===== config.mk =====
export PLATFORM = sky130hd
export DESIGN_NAME = game_screen_anim
export DESIGN_NICKNAME = d
export VERILOG_FILES = /design/src/rtl/game_screen_pkg.sv /design/src/rtl/axis_mover.sv /design/src/rtl/game_screen_anim.sv
export SDC_FILE = /design/constraint.sdc
export NUM_CORES = 1
export LEC_CHECK = 0
export ABC_AREA = 0
export CORE_ASPECT_RATIO = 1.4
export CORE_UTILIZATION = 45
export DETAILED_ROUTE_END_ITERATION = 16
export PLACE_DENSITY_LB_ADDON = 0.1
export SYNTH_ARGS = -nofsm -noshare
export SYNTH_HDL_FRONTEND = slang
export SYNTH_SLANG_ARGS = --single-unit

===== constraint.sdc =====
create_clock -name clk -period 2.9 [get_ports clk]
set_input_delay 0.58 -clock clk [delete_from_list [all_inputs] [get_ports clk]]
set_output_delay 0.58 -clock clk [all_outputs]
set_load 0.02 [all_outputs]

===== src/rtl/game_screen_pkg.sv =====
// Shared colour constants and state encoding for the animated game screen.
package game_screen_pkg;

  // RGB565 palette
  localparam logic [15:0] GREEN   = 16'h07E0;
  localparam logic [15:0] RED     = 16'hF800;
  localparam logic [15:0] BLACK   = 16'h0000;
  localparam logic [15:0] PURPLE  = 16'hF81F;
  localparam logic [15:0] BLUE    = 16'h001F;
  localparam logic [15:0] WHITE   = 16'hFFFF;
  localparam logic [15:0] YELLOW  = 16'hFFE0;
  localparam logic [15:0] BROWN   = 16'h8204;
  localparam logic [15:0] SKYBLUE = 16'h5FFF;

  // Screen state, exported on the state port as a raw 2-bit code
  typedef enum logic [1:0] {
    IDLE  = 2'd0,
    PLAY  = 2'd1,
    FLASH = 2'd2
  } state_t;

endpackage


===== src/rtl/axis_mover.sv =====
// One axis of the bouncing sprite: position register, direction flag and
// edge-hit detection. dir=1 means moving towards LIM, dir=0 towards 0.
// hit is combinational and only asserted on an accepted tick.
module axis_mover #(
  parameter int LIM  = 88,
  parameter int STEP = 1,
  parameter int W    = 7
) (
  input  logic         clk,
  input  logic         rst_n,
  input  logic         tick_en,
  input  logic         restore,
  output logic [W-1:0] pos,
  output logic         dir,
  output logic         hit
);

  // One extra bit keeps pos+STEP from wrapping before the limit compare
  localparam logic [W:0]   LIM_W   = (W+1)'(LIM);
  localparam logic [W:0]   STEP_W  = (W+1)'(STEP);
  localparam logic [W-1:0] RST_POS = W'(LIM / 2);

  logic [W-1:0] pos_r;
  logic [W-1:0] pos_next_s;
  logic         dir_r;
  logic         dir_next_s;
  logic         hit_s;
  logic [W:0]   pos_up_s;
  logic [W:0]   pos_down_s;

  assign pos_up_s   = {1'b0, pos_r} + STEP_W;
  assign pos_down_s = {1'b0, pos_r} - STEP_W;

  // Next position/direction: restore beats a tick, edges clamp and reverse
  always_comb begin
    pos_next_s = pos_r;
    dir_next_s = dir_r;
    hit_s      = 1'b0;
    if (restore) begin
      pos_next_s = RST_POS;
      dir_next_s = 1'b1;
    end else if (tick_en) begin
      if (dir_r) begin
        if (pos_up_s > LIM_W) begin
          pos_next_s = LIM_W[W-1:0];
          dir_next_s = 1'b0;
          hit_s      = 1'b1;
        end else begin
          pos_next_s = pos_up_s[W-1:0];
        end
      end else begin
        if ({1'b0, pos_r} < STEP_W) begin
          pos_next_s = {W{1'b0}};
          dir_next_s = 1'b1;
          hit_s      = 1'b1;
        end else begin
          pos_next_s = pos_down_s[W-1:0];
        end
      end
    end else begin
      pos_next_s = pos_r;
      dir_next_s = dir_r;
    end
  end

  // Position and direction registers, centred and heading +1 after reset
  always_ff @(posedge clk or negedge rst_n) begin
    if (!rst_n) begin
      pos_r <= RST_POS;
      dir_r <= 1'b1;
    end else begin
      pos_r <= pos_next_s;
      dir_r <= dir_next_s;
    end
  end

  assign pos = pos_r;
  assign dir = dir_r;
  assign hit = hit_s;

endmodule


===== src/rtl/game_screen_anim.sv =====
// Animated 96x64 RGB565 game screen: bouncing square sprite on a purple
// background with a white strobe when the sprite lands in a corner.
// oled_data is registered one cycle behind the requested x/y.
module game_screen_anim #(
  parameter int          WIDTH        = 96,
  parameter int          HEIGHT       = 64,
  parameter int          SPR_SIZE     = 8,
  parameter int          STEP         = 1,
  parameter int          FLASH_FRAMES = 6,
  parameter logic [15:0] BG_COLOUR    = 16'hF81F,
  parameter logic [15:0] SPR_COLOUR   = 16'hFFE0,
  parameter logic [15:0] FLASH_COLOUR = 16'hFFFF,
  localparam int         XW           = $clog2(WIDTH),
  localparam int         YW           = $clog2(HEIGHT)
) (
  input  logic          clk,
  input  logic          rst_n,
  input  logic          start,
  input  logic          stop,
  input  logic          frame_tick,
  input  logic [XW-1:0] x,
  input  logic [YW-1:0] y,
  output logic [15:0]   oled_data,
  output logic          bounce,
  output logic [1:0]    state
);

  import game_screen_pkg::*;

  localparam int         FW      = $clog2(FLASH_FRAMES + 1);
  localparam logic [XW:0] WIDTH_W  = (XW+1)'(WIDTH);
  localparam logic [YW:0] HEIGHT_W = (YW+1)'(HEIGHT);
  localparam logic [XW:0] SPR_X_W  = (XW+1)'(SPR_SIZE);
  localparam logic [YW:0] SPR_Y_W  = (YW+1)'(SPR_SIZE);

  state_t         state_r;
  state_t         state_next_s;
  logic [FW-1:0]  flash_cnt_r;
  logic [FW-1:0]  flash_next_s;
  logic           bounce_r;
  logic           bounce_next_s;
  logic [15:0]    oled_data_r;
  logic [15:0]    pix_s;
  logic [15:0]    play_pix_s;
  logic           tick_en_s;
  logic           hit_x_s;
  logic           hit_y_s;
  logic [XW-1:0]  spr_x_s;
  logic [YW-1:0]  spr_y_s;
  logic           dir_x_unused_s;
  logic           dir_y_unused_s;
  logic [XW:0]    x_ext_s;
  logic [YW:0]    y_ext_s;
  logic           in_spr_s;
  logic           off_screen_s;

  // Movement only advances on a PLAY tick that is not being overridden by stop
  assign tick_en_s = frame_tick && !stop && (state_r == PLAY);

  axis_mover #(
    .LIM  (WIDTH - SPR_SIZE),
    .STEP (STEP),
    .W    (XW)
  ) u_mover_x (
    .clk     (clk),
    .rst_n   (rst_n),
    .tick_en (tick_en_s),
    .restore (stop),
    .pos     (spr_x_s),
    .dir     (dir_x_unused_s),
    .hit     (hit_x_s)
  );

  axis_mover #(
    .LIM  (HEIGHT - SPR_SIZE),
    .STEP (STEP),
    .W    (YW)
  ) u_mover_y (
    .clk     (clk),
    .rst_n   (rst_n),
    .tick_en (tick_en_s),
    .restore (stop),
    .pos     (spr_y_s),
    .dir     (dir_y_unused_s),
    .hit     (hit_y_s)
  );

  // Next state, flash counter and bounce pulse; stop overrides everything
  always_comb begin
    state_next_s  = state_r;
    flash_next_s  = flash_cnt_r;
    bounce_next_s = 1'b0;
    if (stop) begin
      state_next_s = IDLE;
      flash_next_s = {FW{1'b0}};
    end else begin
      case (state_r)
        IDLE: begin
          if (start) begin
            state_next_s = PLAY;
          end else begin
            state_next_s = IDLE;
          end
        end
        PLAY: begin
          bounce_next_s = hit_x_s | hit_y_s;
          if (hit_x_s && hit_y_s) begin
            state_next_s = FLASH;
            flash_next_s = FW'(FLASH_FRAMES);
          end else begin
            state_next_s = PLAY;
          end
        end
        FLASH: begin
          if (frame_tick) begin
            if (flash_cnt_r == FW'(1)) begin
              state_next_s = PLAY;
              flash_next_s = {FW{1'b0}};
            end else begin
              flash_next_s = flash_cnt_r - FW'(1);
            end
          end else begin
            flash_next_s = flash_cnt_r;
          end
        end
        default: begin
          state_next_s = IDLE;
          flash_next_s = {FW{1'b0}};
        end
      endcase
    end
  end

  assign x_ext_s      = {1'b0, x};
  assign y_ext_s      = {1'b0, y};
  assign off_screen_s = (x_ext_s >= WIDTH_W) || (y_ext_s >= HEIGHT_W);
  assign in_spr_s     = (x_ext_s >= {1'b0, spr_x_s}) && (x_ext_s < ({1'b0, spr_x_s} + SPR_X_W)) &&
                        (y_ext_s >= {1'b0, spr_y_s}) && (y_ext_s < ({1'b0, spr_y_s} + SPR_Y_W));

  // Pixel colour for the requested coordinate from the current state/position
  always_comb begin
    play_pix_s = in_spr_s ? SPR_COLOUR : BG_COLOUR;
    pix_s      = BLACK;
    if (off_screen_s) begin
      pix_s = BLACK;
    end else begin
      case (state_r)
        IDLE:    pix_s = BG_COLOUR;
        PLAY:    pix_s = play_pix_s;
        FLASH:   pix_s = flash_cnt_r[0] ? play_pix_s : FLASH_COLOUR;
        default: pix_s = BLACK;
      endcase
    end
  end

  // State, counter, bounce and pixel registers
  always_ff @(posedge clk or negedge rst_n) begin
    if (!rst_n) begin
      state_r     <= IDLE;
      flash_cnt_r <= {FW{1'b0}};
      bounce_r    <= 1'b0;
      oled_data_r <= 16'h0000;
    end else begin
      state_r     <= state_next_s;
      flash_cnt_r <= flash_next_s;
      bounce_r    <= bounce_next_s;
      oled_data_r <= pix_s;
    end
  end

  assign oled_data = oled_data_r;
  assign bounce    = bounce_r;
  assign state     = state_r;

endmodule


Word-level counts from Yosys, hierarchy flattened
Index checks and enable logic that the tools add are counted.
Word-level totals
  output and inout port bits: 19
  bits in registers: 37
Cells by class
  reductions and logical operators: 12
  $add $sub $neg: 7
  muxes and demuxes: 45
  equality and inequality tests: 7
  bitwise operators: 1
  $lt $le $gt $ge: 10
Operators with widths (count)
  one-hot mux 16 bit (3 select lines): 1
  2-to-1 mux 7 bit: 5
  2-to-1 mux 6 bit: 5
  2-to-1 mux 11 bit: 2
  2-to-1 mux 1 bit: 21
  2-to-1 mux 16 bit: 1
  2-to-1 mux 3 bit: 4
  one-hot mux 3 bit (3 select lines): 1
  adder 7 x 1 -> 8 bit (second input constant): 1
  adder 7 x 4 -> 8 bit (second input constant): 1
  > comparator 8 x 7 -> 1 bit (second input constant): 1
  less-than comparator 7 x 8 -> 1 bit: 1
  2-to-1 mux 2 bit: 4
  adder 6 x 1 -> 7 bit (second input constant): 1
  adder 6 x 4 -> 7 bit (second input constant): 1
  >= comparator 6 x 7 -> 1 bit (second input constant): 1
  >= comparator 7 bit: 1
  >= comparator 7 bit (second input constant): 1
  > comparator 7 x 6 -> 1 bit (second input constant): 1
  less-than comparator 6 x 7 -> 1 bit: 1
  less-than comparator 7 x 1 -> 1 bit (second input constant): 1
  subtractor 7 x 1 -> 7 bit (second input constant): 1
  >= comparator 6 bit: 1
  logical AND 1 bit: 6
  17 further kinds: 18

Depth between registers and ports, before layout
Gate-level depths: netlist of the first run.
  depth after elaboration: 10
  gate-level depth with buffers: 12
  gate-level depth less buffers: 11

By module
Synthesis of the first run repeated with hierarchy kept, for this count alone.
Second synthesis, totals
  cells, all modules: 314
  area total of the unflattened synthesis: 2607.5 um^2
Modules (own cells, without submodules)
  game_screen_anim: area each 1192.4 um^2, cells each 145, times used 1
  axis_mover (u_mover_x): area each 775.7 um^2, cells each 97, times used 1
  axis_mover (u_mover_y): area each 639.4 um^2, cells each 72, times used 1

Worst setup path after synthesis of the first run
Ideal clock, no wire load.
  kind: register to register
  from: register u_mover_x.pos_r[3] (netlist: u_mover_x.pos[3])
  to: register flash_cnt_r[0]
  arrival: 2.414 ns
  stages on the path, launching flop included: 12
  period minus slack after synthesis: 2.541 ns
  library setup time: 0.128 ns
  path slack: 0.359 ns
  buffers on the path: 2
  data required time: 2.772 ns
  cell sequence: dfstp_2 -> buf_2 -> inv_1 -> ha_1 -> or4b_4 -> nor3_2 -> or2_0 -> buf_2 -> and3_4 -> nand3_4 -> a21boi_4 -> mux2_1
On the way
  word-level cells in the longest chain between the ends: 9
RTL lines
  start, declared: RTL line axis_mover.sv:23  | logic [W-1:0] pos_r;
  start signal, assigned: RTL line axis_mover.sv:72  | pos_r <= pos_next_s;
  adder 7 x 1 -> 8 bit: RTL line axis_mover.sv:31  | assign pos_up_s = {1'b0, pos_r} + STEP_W;
  > comparator 8 x 7 -> 1 bit: RTL line axis_mover.sv:44  | if (pos_up_s > LIM_W) begin
  2-to-1 mux 1 bit: RTL line axis_mover.sv:44
  2-to-1 mux 1 bit *: RTL line axis_mover.sv:43  | if (dir_r) begin
  2-to-1 mux 1 bit *: RTL line axis_mover.sv:42  | end else if (tick_en) begin
  2-to-1 mux 1 bit *: RTL line axis_mover.sv:39  | if (restore) begin
  logical AND 1 bit *: RTL line game_screen_anim.sv:107  | if (hit_x_s && hit_y_s) begin
  inequality test 3 x 2 -> 1 bit (no source line) *
  AND reduction 3 bit (no source line) *
  end signal, assigned: RTL line game_screen_anim.sv:160  | flash_cnt_r <= {FW{1'b0}};
  end signal, assigned: RTL line game_screen_anim.sv:165  | flash_cnt_r <= flash_next_s;
  end, declared: RTL line game_screen_anim.sv:38  | logic [FW-1:0] flash_cnt_r;
Mark *: on every way between the ends. The rest lies on a longest branch, timed or not.
A chain may end at the register's enable or synchronous reset.

Worst setup path after layout of the first run
  from: register u_mover_y.pos_r[0] (netlist: u_mover_y.pos[0])
  to: register flash_cnt_r[0]
On the way
  word-level cells in the longest chain between the ends: 9
RTL lines (RTL line)
  start, declared: axis_mover.sv:23
  start signal, assigned: axis_mover.sv:72
  adder 6 x 1 -> 7 bit: axis_mover.sv:31
  > comparator 7 x 6 -> 1 bit: axis_mover.sv:44
  2-to-1 mux 1 bit: axis_mover.sv:44
  2-to-1 mux 1 bit *: axis_mover.sv:43
  2-to-1 mux 1 bit *: axis_mover.sv:42
  2-to-1 mux 1 bit *: axis_mover.sv:39
  logical AND 1 bit *: game_screen_anim.sv:107
  inequality test 3 x 2 -> 1 bit (no source line) *
  AND reduction 3 bit (no source line) *
Marks and branches as above.

==> results.py, run 1 <==
metrics = {
    "place": {
        "dp_cells": 394,
        "port-buffer-count": 36,
        "dp_slack_ns": 0.327,
        "hpwlAfterDp_mm": 4.74,
        "gp_congestion": 0.889,
    },
    "finish": {
        "diodes": 0,
        "final_util_pct": 53.6,
        "nets": 384,
        "fillers": 527,
        "drive_gt1_share_pct": 8.79,
        "areaGrowthSynthToFinish_pct": 15.4,
        "layout_commonest_cell": "clkdlybuf4s50_1",
        "mostFrequentLayoutCells": "clkdlybuf4s50_1, ha_1, inv_1",
        "instances_no_fill": 398,
    },
    "clocking": {
        "cts_resized": 0,
        "post_cts_buffers": 0,
        "htreeDepth": 1,
        "cts_buffer_depth": 2,
        "cts_tree": "done",
        "path_clk_slew_ns": 0.09,
        "root_buffer": "clkbuf_8",
        "clk_latency_ns": 0.27,
        "cts_buffers": 3,
        "cts_hold_buf": 0,
        "clkSinkCount": 24,
    },
    "pwr": {
        "clkPwrFrac_pct": 35.7,
        "vdd_drop_max_mv": 0.213,
        "p_per_area_nw_per_um2": 281,
        "switching_share_pct": 25.9,
        "share_seq_of_total_power_pct": 42.5,
        "leakage_nw": 1.27,
        "p_int_mw": 0.613,
        "p_sw_mw": 0.214,
        "p_comb_share_pct": 21.8,
    },
    "die": {
        "die_w_um": 65.6,
        "coreArea_um2": 5490,
        "rows": 32,
        "start_util_pct": 46.5,
        "die_h_um": 91.1,
        "io_pins": 37,
        "die_area_um2": 5980,
    },
    "logic_synthesis": {
        "syn_nets": 362,
        "synth_top_cell_area_share_pct": 17.2,
        "ys.flop_type": "dfrtp_1",
        "async_reset_ff_share_pct": 100,
        "synth_top_cell_by_area": "ha_1",
        "synth_area_um2": 2550,
        "ys_ff_latch": 24,
        "seq_area_frac_synth_pct": 23.9,
        "synth_area_leaders": "ha_1, dfrtp_1, dfstp_2",
        "synth_area_per_cell_um2": 8.25,
        "yosysWarnings": 0,
        "synth.distinct_cells": 60,
        "synthCells": 309,
        "synth_edf_count": 0,
    },
    "flow_run": {
        "maxCapViolCount": 0,
    },
    "timing": {
        "finalMaxSlewViolations": 0,
        "min_period_over_period_pct": 89.8,
        "setup_slack_ns": 0.296,
        "rsz0062_at_grt": "false",
        "skew_ns": 0.00739,
        "hold_viol_final": 0,
        "worst_pin_slew_ns": 0.619,
        "finalSetupTns_ns": 0,
        "finalSetupViolCount": 0,
        "fmax_mhz": 384,
        "slew_headroom_pct": 58.4,
        "min_period_ns": 2.60,
    },
    "detailed_routing": {
        "drcViolationCount": 0,
        "vias_per_cell": 5.66,
        "drt_iter0_drc": 118,
        "wire_per_inst_um": 15.1,
        "drt_first_pass_iters": 4,
        "antenna_left": 0,
        "wirelength_mm": 6.00,
        "num_vias": 2251,
    },
    "grt": {
        "grt.met2_usage_pct": 40.1,
        "busiest_layer": "met2",
        "grt_util_met1_pct": 25.3,
        "grt_antenna_before_repair": 0,
        "met3_usage_pct": 1.26,
        "grt_pass1_vias": 2224,
        "grt_use_total_pct": 21.5,
        "grt_overflow": 0,
        "grt_max_degree": 25,
        "grt_pass1_wl_mm": 10.1,
    },
    "hold_path": {
        "min_path_type": "reg2reg",
    },
    "setup_path": {
        "critPathArrivalTime_ns": 2.76,
        "critPathKind": "reg2reg",
        "end_kind": "flop",
        "startpoint_type": "flop",
        "critPathMaxFanout": 8,
        "required_ns": 3.06,
    },
    "status": {
        "status": "completed",
    },
}
-- power groups by stage --
stage / Clock [mW] / Sequential (mW) / Combinational (mW)
CTS: 0.302 / 0.351 / 0.182
global placement: 0 / 0.357 / 0.181
floorplan: 0 / 0.360 / 0.106
global route: 0.315 / 0.353 / 0.200
detailed placement: 0 / 0.357 / 0.182
finish: 0.295 / 0.351 / 0.180
-- layer usage --
layer  up-vias  part of all wire, %
met2        49                   53
met5         -                    0
met3         4                  2.2
met1      1069                   44
met4         0                  1.0
li1       1129                    -
-- final timing paths --
kind / from / to / slack, ns / cells after the start
setup / recovery: u_mover_y.pos[0] / flash_cnt_r[0] / 0.30 / 9
hold / removal: u_mover_y.pos[4] / u_mover_y.pos[4] / 0.56 / 2
setup reg to reg: u_mover_y.pos[0] / flash_cnt_r[0] / 0.30 / 9
hold reg to reg: u_mover_y.pos[4] / u_mover_y.pos[4] / 0.56 / 2
max in group asynchronous: rst_n / u_mover_x.pos[2] / 1.94 / 2
min in group asynchronous: rst_n / oled_data[14] / 0.66 / 2
-- worst max-delay path: stages (launching register included) --
cell and delay [ns]:
dfrtp_1 0.45, inv_1 0.10, ha_1 0.20, or3b_1 0.39
or3_4 0.34, nand2b_2 0.15, and3_4 0.22, nand3_4 0.10
a21boi_4 0.21, mux2_1 0.33
-- registers in the layout, indices dropped and copies added (netlist names) --
name and count:
u_mover_x.dir 1, flash_cnt_r 3, state 2, u_mover_y.dir 1, oled_data 3, u_mover_y.pos 6
bounce 1, u_mover_x.pos 7
-- cell usage after synthesis, types with 2 or more instances --
| cell | number |
|---|---|
| ha_1 | 35 |
| inv_1 | 29 |
| a21oi_1 | 27 |
| nor2_1 | 25 |
| nand2_1 | 22 |
| dfrtp_1 | 16 |
| o21ai_0 | 15 |
| buf_4 | 13 |
| nand3_1 | 11 |
| dfstp_2 | 8 |
| xnor2_1 | 8 |
| nor3_1 | 7 |
| clkbuf_1 | 6 |
| nor2b_1 | 6 |
| nand2b_1 | 5 |
| o22ai_1 | 5 |
| o31ai_1 | 5 |
| and3_1 | 4 |
| mux2i_1 | 4 |
| nand4_1 | 4 |
| a211oi_1 | 3 |
| buf_2 | 3 |
| buf_6 | 3 |
| o21a_1 | 3 |
| a22o_1 | 2 |
| a22oi_1 | 2 |
| a31oi_1 | 2 |
| nor4_1 | 2 |
| o21ai_1 | 2 |
| o221ai_1 | 2 |
-- area by class of cell --
type,count,area (µm²),share of cell area [%]
timing repair buffer,42,405,13.8
sequential,24,611,20.7
tap,68,85.1,2.89
multi-input combinational,231,1660,56.5
clock buffer,3,41.3,1.40
clock inverter,1,30.0,1.02
inverter,29,109,3.70
-- per-stage QoR --
| stage | area [µm²] | hold WS, ns | power [mW] |
|---|---|---|---|
| floorplan | 2550 | 0.284 | 0.466 |
| global placement | 2870 | 0.540 | 0.538 |
| detailed placement | 2870 | 0.542 | 0.539 |
| CTS | 2940 | 0.558 | 0.836 |
| global route | 2940 | 0.588 | 0.869 |
| finish | 2940 | 0.559 | 0.827 |
-- cell families after synthesis --
kind of cell	after synthesis	share of synthesized area, %
AOI/OAI and AO/OA	80	21.4
DFF	24	23.9
and+or+nand+nor	103	21.8
adders and majority gates	35	17.2
xor gates and xnor gates	8	2.75
buffers and inverters	54	10.9
muxes	5	2.01
No activity file was read; power rests on OpenSTA's default activity.
==> run 2, diff against run 1 <==
--- a/config.mk
+++ b/config.mk
@@ -7,7 +7,7 @@
 export LEC_CHECK = 0
 export ABC_AREA = 0
 export CORE_ASPECT_RATIO = 1.4
-export CORE_UTILIZATION = 45
+export CORE_UTILIZATION = 35
 export DETAILED_ROUTE_END_ITERATION = 16
 export PLACE_DENSITY_LB_ADDON = 0.1
 export SYNTH_ARGS = -nofsm -noshare
==> run 2 against run 1 <==
Clock skew shrank 0.0034 ns. Maximum frequency down 0.39%. Combinational power barely moved. Cell count increased by 7.8%. Flip-flop and latch count did not move. Global-route usage decreased by 3.7 points. Cell area grew 1.6%. Sequential power barely moved. Sequential share of layout area fell by 0.33 points. Hold slack got worse by 0.0074 ns. Register-to-register slack about the same. Highest routed layer unchanged.
==> results.py, run 2 (synthesis results as in run 1) <==
metrics = {
    "clocking": {
        "post_cts_buffers": 0,
        "path_clk_slew_ns": 0.09,
        "cts_hold_buf": 0,
        "root_buffer": "clkbuf_8",
        "cts_tree": "done",
        "cts_resized": 0,
        "cts_buffers": 3,
        "clkSinkCount": 24,
        "htreeDepth": 1,
        "cts_buffer_depth": 2,
        "clk_latency_ns": 0.27,
    },
    "finish": {
        "fillers": 752,
        "areaGrowthSynthToFinish_pct": 17.3,
        "instances_no_fill": 429,
        "final_util_pct": 42.6,
        "drive_gt1_share_pct": 9.88,
        "fin_area_um2": 2990,
        "diodes": 0,
        "mostFrequentLayoutCells": "clkdlybuf4s50_1, ha_1, inv_1",
        "layout_commonest_cell": "clkdlybuf4s50_1",
        "largest_reg_flops": 7,
        "nets": 388,
    },
    "die": {
        "die_area_um2": 7640,
        "io_pins": 37,
        "start_util_pct": 36.3,
        "coreArea_um2": 7030,
        "die_h_um": 103,
        "die_w_um": 74.1,
        "rows": 36,
    },
    "place": {
        "dp_cells": 425,
        "place_area_um2": 2940,
        "port-buffer-count": 36,
        "hpwlAfterDp_mm": 4.98,
        "gp_congestion": 0.815,
    },
    "setup_path": {
        "critPathMaxFanout": 8,
        "startpoint_type": "flop",
        "required_ns": 3.06,
        "critPathKind": "reg2reg",
        "end_kind": "flop",
        "critPathArrivalTime_ns": 2.78,
    },
    "detailed_routing": {
        "wire_per_inst_um": 14.5,
        "vias_per_cell": 5.24,
        "num_vias": 2246,
        "drt_first_pass_iters": 4,
        "antenna_left": 0,
        "drcViolationCount": 0,
        "wirelength_mm": 6.22,
        "drt_iter0_drc": 92,
    },
    "hold_path": {
        "min_path_type": "reg2reg",
    },
    "status": {
        "status": "completed",
    },
    "timing": {
        "fmax_mhz": 382,
        "worst_pin_slew_ns": 0.532,
        "hold-worst-slack_ns": 0.552,
        "finalMaxSlewViolations": 0,
        "min_period_ns": 2.61,
        "hold_viol_final": 0,
        "skew_ns": 0.00395,
        "slew_headroom_pct": 64.4,
        "finalSetupViolCount": 0,
        "rsz0062_at_grt": "false",
        "finalSetupTns_ns": 0,
        "min_period_over_period_pct": 90.2,
    },
    "pwr": {
        "p_sw_mw": 0.217,
        "clkPwrFrac_pct": 30.7,
        "share_seq_of_total_power_pct": 45.7,
        "vdd_drop_max_mv": 0.149,
        "p_int_mw": 0.551,
        "switching_share_pct": 28.3,
        "leakage_nw": 1.28,
        "p_per_area_nw_per_um2": 257,
        "p_comb_share_pct": 23.6,
    },
    "flow_run": {
        "maxCapViolCount": 0,
    },
    "grt": {
        "grt_pass1_vias": 2293,
        "grt_overflow": 0,
        "grt_max_degree": 25,
        "grt_antenna_before_repair": 0,
        "grt_pass1_wl_mm": 10.4,
        "grt_use_total_pct": 17.8,
    },
}
run 2: worst paths after layout:
| path | startpoint | end | slack, ns | cells past startpoint |
|---|---|---|---|---|
| setup / recovery | u_mover_y.pos[0] | flash_cnt_r[0] | 0.29 | 9 |
| hold / removal | flash_cnt_r[1] | flash_cnt_r[1] | 0.55 | 2 |
| setup reg to reg | u_mover_y.pos[0] | flash_cnt_r[0] | 0.29 | 9 |
| hold reg to reg | flash_cnt_r[1] | flash_cnt_r[1] | 0.55 | 2 |
| max in group asynchronous | rst_n | u_mover_x.pos[2] | 1.94 | 2 |
| min in group asynchronous | rst_n | flash_cnt_r[1] | 0.66 | 2 |
run 2: power by group through the flow:
stage | Sequential, mW | Combinational (mW) | Clock, mW
detailed placement | 0.357 | 0.184 | 0
global route | 0.353 | 0.203 | 0.253
floorplan | 0.360 | 0.106 | 0
CTS | 0.351 | 0.185 | 0.242
finish | 0.351 | 0.182 | 0.236
global placement | 0.357 | 0.183 | 0
run 2: metrics by stage:
step | power, mW | setup WS (ns)
final | 0.768 | 0.286
after global placement | 0.540 | 0.281
after detailed placement | 0.542 | 0.256
after CTS | 0.779 | 0.286
after floorplan | 0.466 | 0.359
after global routing | 0.809 | 0.130
run 2: layout make-up:
class	count	area [µm²]	area share (%)
multi-input combinational	231	1660	55.6
inverter	29	109	3.64
tap	95	119	3.97
timing repair buffer	46	435	14.6
sequential	24	611	20.4
clock buffer	4	55.1	1.84
run 2: critical path, stage by stage (launching register included):
cell and delay [ns]:
dfrtp_1 0.45, inv_1 0.10, ha_1 0.22, or3b_1 0.38
or3_4 0.34, nand2b_2 0.16, and3_4 0.22, nand3_4 0.11
a21boi_4 0.20, mux2_1 0.33
run 2: layer usage:
metal	vias to the layer above	wire (µm)	GRT usage, %
li1	1130	-	-
met1	1057	2690	19.8
met2	48	3250	33.8
met3	11	123	1.27
met4	0	155	7.40
met5	-	0	0
